[src/rtl/debouncer_multi.sv]
// debouncer_multi: per-channel synchroniser, stability counter and registered
// rise/fall strobes for raw board inputs (buttons, DIP switches).
// Optional feature macro: DEBOUNCE_EDGE_EN builds the dataRise/dataFall/
// anyChange registers; without it those outputs are constant 0.
// Each channel runs a two-state FSM (ST_STABLE / ST_COUNTING) held in state_q.
module debouncer_multi #(
  parameter int               WIDTH         = 4,
  parameter int               STABLE_CYCLES = 1000,
  parameter int               SYNC_STAGES   = 2,
  parameter logic [WIDTH-1:0] INIT          = '0
) (
  input  logic             clk,
  input  logic             reset,
  input  logic [WIDTH-1:0] dataSource,
  output logic [WIDTH-1:0] dataDebounced,
  output logic [WIDTH-1:0] dataRise,
  output logic [WIDTH-1:0] dataFall,
  output logic             anyChange
);

  localparam int            CW   = $clog2(STABLE_CYCLES + 1);
  localparam logic [CW-1:0] TERM = CW'(STABLE_CYCLES - 1);

  typedef enum logic {
    ST_STABLE   = 1'b0,
    ST_COUNTING = 1'b1
  } chan_state_t;

  logic [WIDTH-1:0] sync_q [SYNC_STAGES];
  logic [WIDTH-1:0] s;
  logic [WIDTH-1:0] deb_q, deb_n;
  logic [CW-1:0]    cnt_q [WIDTH];
  logic [CW-1:0]    cnt_n [WIDTH];
  chan_state_t      state_q [WIDTH];
  chan_state_t      state_n [WIDTH];

  // Input synchroniser chain; resets to INIT so release causes no false edge.
  always_ff @(posedge clk or posedge reset) begin
    if (reset) begin
      for (int k = 0; k < SYNC_STAGES; k++) sync_q[k] <= INIT;
    end else begin
      sync_q[0] <= dataSource;
      for (int k = 1; k < SYNC_STAGES; k++) sync_q[k] <= sync_q[k-1];
    end
  end

  assign s = sync_q[SYNC_STAGES-1];

  // Per-channel FSM, counter and debounced level registers.
  always_ff @(posedge clk or posedge reset) begin
    if (reset) begin
      deb_q <= INIT;
      for (int i = 0; i < WIDTH; i++) begin
        cnt_q[i]   <= '0;
        state_q[i] <= ST_STABLE;
      end
    end else begin
      deb_q <= deb_n;
      for (int i = 0; i < WIDTH; i++) begin
        cnt_q[i]   <= cnt_n[i];
        state_q[i] <= state_n[i];
      end
    end
  end

  // Next-state: a match discards any count; a mismatch held until the
  // terminal count is accepted. The counter never passes TERM.
  always_comb begin
    deb_n = deb_q;
    for (int i = 0; i < WIDTH; i++) begin
      cnt_n[i]   = cnt_q[i];
      state_n[i] = state_q[i];
      case (state_q[i])
        ST_STABLE: begin
          if (s[i] != deb_q[i]) begin
            if (cnt_q[i] == TERM) begin
              deb_n[i]   = s[i];
              cnt_n[i]   = '0;
              state_n[i] = ST_STABLE;
            end else begin
              cnt_n[i]   = cnt_q[i] + 1'b1;
              state_n[i] = ST_COUNTING;
            end
          end else begin
            cnt_n[i] = '0;
          end
        end
        ST_COUNTING: begin
          if (s[i] == deb_q[i]) begin
            cnt_n[i]   = '0;
            state_n[i] = ST_STABLE;
          end else if (cnt_q[i] == TERM) begin
            deb_n[i]   = s[i];
            cnt_n[i]   = '0;
            state_n[i] = ST_STABLE;
          end else begin
            cnt_n[i]   = cnt_q[i] + 1'b1;
          end
        end
        default: begin
          cnt_n[i]   = '0;
          state_n[i] = ST_STABLE;
        end
      endcase
    end
  end

  assign dataDebounced = deb_q;

`ifdef DEBOUNCE_EDGE_EN
  logic [WIDTH-1:0] rise_n, fall_n;
  logic [WIDTH-1:0] rise_q, fall_q;
  logic             any_q;

  // Edge strobes derived from the level about to be registered.
  always_comb begin
    rise_n = deb_n & ~deb_q;
    fall_n = ~deb_n & deb_q;
  end

  // Strobes share the edge that updates the debounced level.
  always_ff @(posedge clk or posedge reset) begin
    if (reset) begin
      rise_q <= '0;
      fall_q <= '0;
      any_q  <= 1'b0;
    end else begin
      rise_q <= rise_n;
      fall_q <= fall_n;
      any_q  <= (|rise_n) | (|fall_n);
    end
  end

  assign dataRise  = rise_q;
  assign dataFall  = fall_q;
  assign anyChange = any_q;
`else
  assign dataRise  = '0;
  assign dataFall  = '0;
  assign anyChange = 1'b0;
`endif

endmodule

[config.mk]
export PLATFORM = sky130hd
export DESIGN_NAME = debouncer_multi
export DESIGN_NICKNAME = d
export VERILOG_FILES = /design/src/rtl/debouncer_multi.sv
export SDC_FILE = /design/constraint.sdc
export NUM_CORES = 1
export LEC_CHECK = 0
export ABC_AREA = 1
export CAP_MARGIN = 20
export CORE_AREA = 2 2 63 71
export CTS_BUF_LIST = sky130_fd_sc_hd__clkbuf_4 sky130_fd_sc_hd__clkbuf_8
export CTS_CLUSTER_SIZE = 10
export DETAILED_ROUTE_END_ITERATION = 10
export DIE_AREA = 0 0 65 73
export PLACE_DENSITY = 0.85
export SYNTH_ARGS = -nofsm -noshare
export SYNTH_HDL_FRONTEND = slang
export SYNTH_SLANG_ARGS = --single-unit
[constraint.sdc]
create_clock -name clk -period 4 [get_ports clk]
set_clock_uncertainty 0.05 [all_clocks]
set_input_delay 0.8 -clock clk [delete_from_list [all_inputs] [get_ports clk]]
set_output_delay 0.8 -clock clk [all_outputs]
set_load 0.02 [all_outputs]
==> results of run 1 <==
-- report_power, final --
part	switching [mW]	internal, mW	total, mW
Combinational	0.0365	0.0188	0.0553
Clock	0.167	0.193	0.359
Sequential	0.00984	0.539	0.549
Total	0.213	0.750	0.963
-- cells by family after synthesis --
logic type,count (synthesis)
AOI/OAI and AO/OA,16
buffers and inverters,48
DFF,52
xor gates and xnor gates,15
other,1
and+or+nand+nor,149
adders and majority gates,4
-- cell usage after synthesis --
cell type	n
dfrtp_1	52
nor2_1	52
nand2_1	33
nand3_1	31
inv_1	30
buf_4	9
nand2_2	9
a21oi_1	8
inv_2	8
xnor2_1	8
xor2_1	7
nor2_4	6
nor3_1	5
a31oi_1	4
ha_1	4
nand3_2	3
nor2_2	3
nand4_1	2
nor3b_1	2
o21ai_1	2
clkinv_1	1
conb_1	1
nand2_4	1
nand3b_1	1
nor3_2	1
o21ai_0	1
o21bai_2	1
-- metrics by stage --
stage	power [mW]	instances	hold WS, ns	setup slack [ns]
3_5_place_dp	0.614	347	0.285	1.82
6_report	0.963	356	0.305	1.83
4_1_cts	0.974	355	0.307	1.81
2_1_floorplan	0.605	293	0.281	1.89
3_3_place_gp	0.611	347	0.286	1.84
5_1_grt	1.00	356	0.312	1.79
-- area by class of cell --
class / instances / share of cell area [%]
inverters: 39 / 5.28
repair buffers: 10 / 3.97
clock buffers: 6 / 2.75
flip-flops and latches: 52 / 47.0
multi-input cells: 193 / 37.3
well taps: 54 / 2.44
clock inverters: 2 / 1.26
-- worst paths after layout --
check                                  from               end  cells past startpoint
setup / recovery           dataDebounced[0]  dataDebounced[0]                      1
setup reg to reg                  cnt_q[20]         cnt_q[26]                      6
max in group asynchronous             reset         cnt_q[38]                      3
min in group asynchronous             reset              s[3]                      2
hold reg to reg                   sync_q[4]              s[0]                      0
hold / removal                    sync_q[4]              s[0]                      0
-- metal layers --
layer / share of wire [%] / up-vias / global-route usage [%] / routed length [µm]
met2: 50 / 36 / 33.1 / 1980
met4: 1.7 / 0 / 8.51 / 68
li1: - / 911 / - / -
met3: 3.1 / 7 / 3.70 / 122
met1: 45 / 829 / 24.3 / 1770
met5: 0 / - / 0 / 0
-- flip-flops by register name, summed over array words and instances, names as in the netlist --
signal and count:
dataDebounced 4, sync_q 4, s 4, cnt_q 40
-- cell usage in the layout (no fill, tap or decap) --
master,netlist,final
a21oi_1,8,8
a31oi_1,4,4
buf_12,0,1
bufinv_16,0,1
clkbuf_4,0,1
clkbuf_8,0,5
clkdlybuf4s50_1,0,9
clkinv_1,1,1
clkinv_2,0,1
conb_1,1,9
dfrtp_1,52,52
ha_1,4,4
inv_1,30,29
inv_2,8,9
nand2_1,33,33
nand2_2,9,9
nand2_4,1,1
nand3_1,31,31
nand3_2,3,3
nand3b_1,1,1
nand4_1,2,2
nor2_1,52,52
nor2_2,3,3
nor2_4,6,6
nor3_1,5,5
nor3_2,1,1
nor3b_1,2,2
o21ai_0,1,1
o21ai_1,2,2
o21bai_2,1,1
xnor2_1,8,8
xor2_1,7,7
==> results.md, run 1 <==
- Outcome: finished, final reports clean
- Rows: 25
- Crit-path cells: clkdlybuf4s50_1
- Area share of the largest cell type after synthesis: 51.6%
- I/O Pins: 19
- Setup Total Neg Slack: 0 ns
- Core area: 4100 µm²
- Worst min-delay path class: flip-flop to flip-flop
- PD cells: 348 nW/µm²
- F_max: between 400 and 500 MHz
- Placed Area: 2640 µm²
- Post-Layout Inst Area: approximately 2800 µm²
- MaxCap Viol Count: 0
- Drt total wl: ~3900 µm
- Simple-gate area share of the yosys netlist: 28.9%
- Total gr overflow: 0
- Fin crit share: 54.2%
- FF+latch count, synth: between 50 and 60
- Postcts setup bufs: 0
- Pleak: 1.31 nW
- DRC: 0
- Max VDD drop: around 430 µV
- RSZ-0062 raised after global routing: false
- Synth Area in Compound Gates: 3.62%
- Clock Sinks: 52
- Critical Path AT: 1.32 ns
- FILL cells: 320
- Post-detail-place hpwl: around 2800 µm
- Post-layout util: approximately two thirds
- Post-Synth Adder-Cell Area: 1.99%
- Top post-synthesis cells by area: dfrtp_1 (52%), nor2_1 (7.7%), nand3_1 (6.2%)
- Die area: 4750 µm²
- Wirelength per Cell: ~11 µm
- Largest area contributor in the netlist: dfrtp_1
- Setup violations, final: 0
- Worst reg-to-reg setup slack: 2.66 ns
- Placer Congestion: 0.915
- Cell family with most CP delay: buffers and inverters
- Drt initial violations: between 80 and 90
- Clock Tree Root: clkbuf_8
- Pins Over Slew Limit: 0
- Clk pin slew, worst setup/hold paths: around 0.09 ns
- Worst-path maximum fanout: 3
- Largest family of logic cells by synthesized area: simple AND/OR/NAND/NOR gates
- DR vias/cell: 5.01
- Starting Density: 61.5%
- Synth Area in XOR/XNOR: 5.21%
- Layout area overhead: 9.98%
- Synth Cell Area: 2520 µm²
- H-tree depth: 2
- Inserted Clock Buffers: 5
- Critical path buffers and inverters: 1
- Die Ht: 73 µm
- Largest net degree at the start of global routing: 53
- ANT nets after route: 0
- Number of buffers added on ports: 9
- Post-synth cell types: 27
- CTS tree: yes
- Post-Syn Instances: between 200 and 300
- DRT Pass-1 Iters: 4
- Post-CTS sizing: 0
- Mux contribution to synthesized area: 0%
- Gr usage total: 19.5%
- Nets: 311
- Number of global-route vias before repair: 1688
- Critical path type: flip-flop to output port
- Area occupied by multi-input gates: 1030 µm²
- Die Wd: 65 µm
- Fin. Hold Viols: 0
- Ant. Diodes: 0
- Reg area: 1300 µm²
- Period minus WS final: 2.17 ns
- Layout cells sized above 1: 13.9%
- Yosys warns: 0
- Crit end category: output port
- Critical Path RT: 3.15 ns
- Vias: 1783
- Avg Cell Area, Syn: 8.84 µm²
- Sequential fraction of the synthesis area: 51.6%
- Slowest stage delay, CP: 0.62 ns
- Slowest CP cell: clkdlybuf4s50_1
- Initial antenna violation count: 0
- Clock Tree Buf Depth: 2
- Clk_lat worst skew: 0.31 ns
- First-pass GRT wire length: 7110 µm
- Hold buffers post-CTS: 0
- Startpoint Class: flip-flop
(Power assumes the default switching activity.)
==> run 2: changes to the inputs <==
Settings changed: CORE_AREA 2 2 63 71 to 2 2 69 77, DIE_AREA 0 0 65 73 to 0 0 71 79, PLACE_DENSITY 0.85 to 0.75.
Clock period 4 ns to 1.8 ns, I/O delays scaled along.
==> run 2 against run 1 <==
  * Routed wire length down 4.4%
  * Non-clock buffer count unchanged
  * Worst setup slack got worse by 1.7 ns
  * Cell area is 0.32% lower
  * Critical path type unchanged
  * Highest routed layer unchanged
==> results.md, run 2 (synthesis results as in run 1) <==
- Setup violations, final: 0 (unchanged)
- Hold Path Origin: sync_q[7]
- RSZ-0062 raised after global routing: false
- Ant. Diodes: 0 (unchanged)
- Sw Ratio: 22.3% (+0.24 points)
- Period minus WS final: around 1.7 ns
- CTS tree: yes
- Startpoint Class: flip-flop
- Fin. Hold Viols: 0 (unchanged)
- Placer Congestion: 0.838 (-8.4%)
- Total gr overflow: 0 (unchanged)
- First-pass GRT wire length: 6790 µm (-4.5%)
- FILL cells: 434 (+36%)
- Starting Density: 51.4% (-10 points)
- Crit-path cells: clkdlybuf4s50_1
- ANT nets after route: 0 (unchanged)
- DRC: 0 (unchanged)
- Share of power burned in registers: 59.8% (+2.8 points)
- Number of global-route vias before repair: 1673 (-0.89%)
- Cell family with most CP delay: buffers and inverters
- Int Power: 1.58 mW (+110%)
- Clock Sinks: 52 (unchanged)
- Area occupied by multi-input gates: 1030 µm² (unchanged)
- Die Wd: 71 µm (+9.2%)
- Vias: 1750 (-1.9%)
- NetSw: 456 µW (+110%)
- F_max: 584 MHz
- DRT Pass-1 Iters: 4 (unchanged)
- Wirelength per Cell: 10.5 µm (-5.5%)
- Pins Over Slew Limit: 0 (unchanged)
- Outcome: finished, final reports clean
- Clock Tree Buf Depth: 2 (unchanged)
- Drt initial violations: 110 (+36%)
- Post-CTS sizing: 0 (unchanged)
- Critical path type: flip-flop to output port
- Max FFs per register: 40 (unchanged)
- Max VDD drop: 540 µV (+25%)
- Share of total power in combinational logic: 6.0% (+0.3 points)
- Setup Total Neg Slack: 0 ns (unchanged)
- Fin crit share: 95.2%
- Hold buffers post-CTS: 0 (unchanged)
- Postcts setup bufs: 0 (unchanged)
- Slowest stage delay, CP: 0.62 ns (about the same)
- Nets: 311 (unchanged)
- Die Ht: 79 µm (+8.2%)
- Worst r2r src: cnt_q[20]
- Layout cells sized above 1: 13.9% (unchanged)
- Largest net degree at the start of global routing: 53 (unchanged)
- H-tree depth: 2 (unchanged)
- Critical path buffers and inverters: 1 (unchanged)
- Worst-path maximum fanout: 3 (unchanged)
- Critical Path RT: 1.39 ns (-1.76 ns)
- Inserted Clock Buffers: 5 (unchanged)
- Top reg by flops: cnt_q
- I/O Pins: 19 (unchanged)
- Layout area overhead: 9.63%
- Slowest CP cell: clkdlybuf4s50_1
- Number of buffers added on ports: 9 (unchanged)
- Gr usage total: 15.0% (-4.4 points)
- Worst min-delay path class: flip-flop to flip-flop
- Clock Power Share: 34.2% (-3.1 points)
- MaxCap Viol Count: 0 (unchanged)
- Clk pin slew, worst setup/hold paths: 0.08 ns (about the same)
- Post-detail-place hpwl: 2770 µm (-2.3%)
- Die area: 5610 µm² (+18%)
- PD cells: 738 nW/µm² (+110%)
- Rows: 27 (+8.0%)
- Core area: 4900 µm² (+20%)
- Most frequent cells in the layout: nor2_1 (52), dfrtp_1 (52), nand2_1 (33)
- Crit end category: output port
- Critical Path AT: 1.30 ns (-0.02 ns)
- Reg area: 1300 µm² (unchanged)
- CP startpoint: dataDebounced[3]
- Initial antenna violation count: 0 (unchanged)
- Final hold slack: 0.305 ns (-0.000467 ns)
- Clk_lat worst skew: 0.30 ns (about the same)
- DR vias/cell: 4.86 (-2.9%)
- Pleak: 1.31 nW (-0.48%)
- Drt total wl: 3760 µm (-4.4%)
- Clock Tree Root: clkbuf_8
## run 2: cell count changes in the layout (fill, tap and decap cells not counted), sizes merged
cell / previous run / this run
bufinv: 1 / 0
clkinv: 2 / 1
clkbuf: 6 / 8
## run 2: metrics by stage
| stage | instance area (µm²) | instances | util, % | worst slack [ns] | total power, mW |
|---|---|---|---|---|---|
| after detailed placement | 2670 | 352 | 54.4 | 0.406 | 1.37 |
| after global routing | 2760 | 360 | 56.4 | 0.0317 | 2.13 |
| after floorplan | 2550 | 293 | - | 0.132 | 1.34 |
| after global placement | 2670 | 352 | 54.4 | 0.418 | 1.36 |
| final | 2760 | 360 | 56.4 | 0.0865 | 2.04 |
| after CTS | 2760 | 360 | 56.4 | 0.0677 | 2.06 |
## run 2: power by group through the flow
stage	Clock, mW	Combinational, mW	Sequential [mW]
after floorplan	0	0.107	1.24
after global placement	0	0.123	1.24
after detailed placement	0	0.126	1.24
after CTS	0.712	0.126	1.22
after global routing	0.757	0.146	1.22
final	0.698	0.122	1.22
## run 2: final cells by class
type | instances | share of cell area, %
Sequential cell | 52 | 47.1
Multi-Input combinational cell | 193 | 37.5
Inverter | 39 | 5.30
Timing Repair Buffer | 10 | 3.99
Clock buffer | 8 | 3.53
Tap cell | 58 | 2.63
## run 2: path summary, 6_finish.rpt
check                                   end  slack, ns  depth (start not counted)
setup reg to reg                  cnt_q[26]       0.45                          6
setup / recovery           dataDebounced[3]       0.09                          1
min in group asynchronous  dataDebounced[3]       0.37                          3
hold reg to reg                        s[3]       0.30                          0
max in group asynchronous         cnt_q[34]       1.12                          3
hold / removal                         s[3]       0.30                          0
## run 2: routing by layer
metal / vias to the layer above / global-route usage, % / part of all wire, %
met4: 0 / 5.09 / 1.2
li1: 910 / - / -
met3: 5 / 3.81 / 2.8
met5: - / 0 / 0
met2: 18 / 25.0 / 48
met1: 817 / 19.2 / 48
## run 2: worst reg2reg max path: cells and delay by family (launching register included)
kind | cells | cell delay, ns
XOR/XNOR | 1 | 0.16
adder cells (fa/ha/maj) | 1 | 0.23
flip-flops | 1 | 0.41
AND/OR/NAND/NOR | 4 | 0.40
==> run 3: changes to the inputs <==
Settings changed: CORE_AREA 2 2 69 77 to 2 2 84 94, DIE_AREA 0 0 71 79 to 0 0 86 96, PLACE_DENSITY 0.75 to not set.
Clock period 1.8 ns to 1.6 ns, I/O delays scaled along.
==> run 3 against run 2 <==
  * Sequential share of layout area down 0.51 points
  * Non-clock buffer count up 1
  * Global-route usage down 4.0 points
  * Flip-flop and latch count unchanged
  * Critical path type unchanged
  * Largest power group unchanged
  * Highest routed layer unchanged
==> results.md, run 3 (synthesis results as in run 1) <==
- Outcome: finished, final reports clean
- Setup violations, final: 0 (unchanged)
- DRT Pass-1 Iters: 4 (unchanged)
- Register-to-Register Path Depth: 6 (unchanged)
- Post-CTS sizing: 4 (+4)
- Slowest stage delay, CP: 0.41 ns (-0.21 ns)
- ANT nets after route: 0 (unchanged)
- Clock Tree Buf Depth: 2 (unchanged)
- Max VDD drop: 537 µV (-0.62%)
- Critical path depth: 1 (unchanged)
- Gr usage total: 11.0% (-4.0 points)
- Pleak: 1.31 nW (+0.51%)
- Clock Sinks: 52 (unchanged)
- Worst-path maximum fanout: 3 (unchanged)
- Drt total wl: 3860 µm (+2.5%)
- Rows: 33 (+22%)
- Clock Tree Root: clkbuf_8
- Final hold slack: 0.308 ns (+0.00302 ns)
- Pins Over Slew Limit: 0 (unchanged)
- Drt initial violations: 74 (-33%)
- Hold buffers post-CTS: 0 (unchanged)
- Critical Path RT: 1.23 ns (-0.16 ns)
- Period minus WS final: 1.41 ns
- Core area: 7310 µm² (+49%)
- Crit end category: output port
- Ant. Diodes: 0 (unchanged)
- Hold path cells: 0 (unchanged)
- DR vias/cell: 4.46 (-8.3%)
- Clk_lat worst skew: 0.30 ns (about the same)
- Setup Total Neg Slack: 0 ns (unchanged)
- CTS tree: yes
- DRC: 0 (unchanged)
- Number of buffers added on ports: 9 (unchanged)
- MaxCap Viol Count: 0 (unchanged)
- Clk pin slew, worst setup/hold paths: 0.09 ns (about the same)
- Fin. Hold Viols: 0 (unchanged)
- Inserted Clock Buffers: 5 (unchanged)
- RSZ-0062 raised after global routing: false
- Top reg by flops: cnt_q
- Fin crit share: 88.3%
- Nets: 312 (+0.32%)
- Die Wd: 86 µm (+21%)
- First-pass GRT wire length: 7200 µm (+6.0%)
- Cell family with most CP delay: flip-flops
- Post-layout util: 38.2% (-18 points)
- Largest net degree at the start of global routing: 27 (-49%)
- Slowest CP cell: dfrtp_1
- Layout cells sized above 1: 14.2% (+0.28 points)
- I/O Pins: 19 (unchanged)
- Die Ht: 96 µm (+22%)
- Total gr overflow: 0 (unchanged)
- Placer Congestion: 0.815 (-2.7%)
- Starting Density: 34.5% (-17 points)
- Wirelength per Cell: 9.89 µm (-5.4%)
- PD cells: 823 nW/µm² (+11%)
- F_max: between 700 and 800 MHz
- Vias: 1738 (-0.69%)
- Post-detail-place hpwl: 2810 µm (+1.8%)
- Crit-path cells: dlygate4sd2_1
- Critical Path AT: 1.04 ns (-0.26 ns)
- Critical path buffers and inverters: 1 (unchanged)
- Die area: 8260 µm² (+47%)
- Worst min-delay path class: flip-flop to flip-flop
- Critical path type: flip-flop to output port
- Number of global-route vias before repair: 1693 (+1.2%)
- Startpoint Class: flip-flop
- Most frequent cells in the layout: nor2_1 (52), dfrtp_1 (52), nand2_1 (33)
- Layout area overhead: 10.8%
- Initial antenna violation count: 0 (unchanged)
- Max FFs per register: 40 (unchanged)
- H-tree depth: 2 (unchanged)
- Postcts setup bufs: 0 (unchanged)
## run 3: cell types whose count changed in the layout (fill, tap and decap cells not counted), sizes merged
cell | previous run | this run
inv | 38 | 37
buf | 1 | 2
dlygate4sd2 | 0 | 4
clkbuf | 8 | 6
clkinvlp | 0 | 3
clkdlybuf4s50 | 9 | 5
## run 3: final cells by class
type,instances,area (µm²)
well taps,87,109
fillers,721,4520
clock buffers,6,82.6
clock inverters,2,15.0
inverters,39,150
repair buffers,11,100
flip-flops and latches,52,1300
multi-input cells,193,1030
## run 3: worst register-to-register path, stage by stage, from the launching register on
cell and delay, ns:
dfrtp_1 0.38, ha_1 0.19, nand2_1 0.12, nor2_1 0.15, nand3_2 0.15, nand2_2 0.15
nor2_1 0.06
## run 3: routing by layer
metal / vias to the layer above / global-route usage [%] / part of all wire (%)
li1: 906 / - / -
met1: 809 / 13.7 / 50
met2: 21 / 17.9 / 46
met3: 2 / 3.43 / 3.2
met4: 0 / 4.10 / 0.83
met5: - / 0 / 0
## run 3: stage by stage
| step | power (mW) | setup slack, ns | instances | cell area (µm²) |
|---|---|---|---|---|
| floorplan | 1.51 | 0.385 | 293 | 2550 |
| global placement | 1.53 | 0.255 | 382 | 2700 |
| detailed placement | 1.54 | 0.254 | 382 | 2700 |
| CTS | 2.34 | 0.163 | 390 | 2790 |
| global route | 2.43 | 0.113 | 390 | 2790 |
| finish | 2.30 | 0.188 | 390 | 2790 |
## run 3: final timing paths
check                            startpoint          endpoint  slack, ns
max in group asynchronous             reset         cnt_q[14]       0.87
setup reg to reg                  cnt_q[10]         cnt_q[15]       0.26
hold reg to reg                   sync_q[4]              s[0]       0.31
min in group asynchronous             reset          cnt_q[4]       0.38
setup / recovery           dataDebounced[3]  dataDebounced[3]       0.19
hold / removal                    sync_q[4]              s[0]       0.31
## run 3: power by group
part | internal, mW | switching [mW] | total, mW
Clock | 0.351 | 0.439 | 0.790
Combinational | 0.0457 | 0.0912 | 0.137
Sequential | 1.35 | 0.0238 | 1.37
Total | 1.74 | 0.554 | 2.30
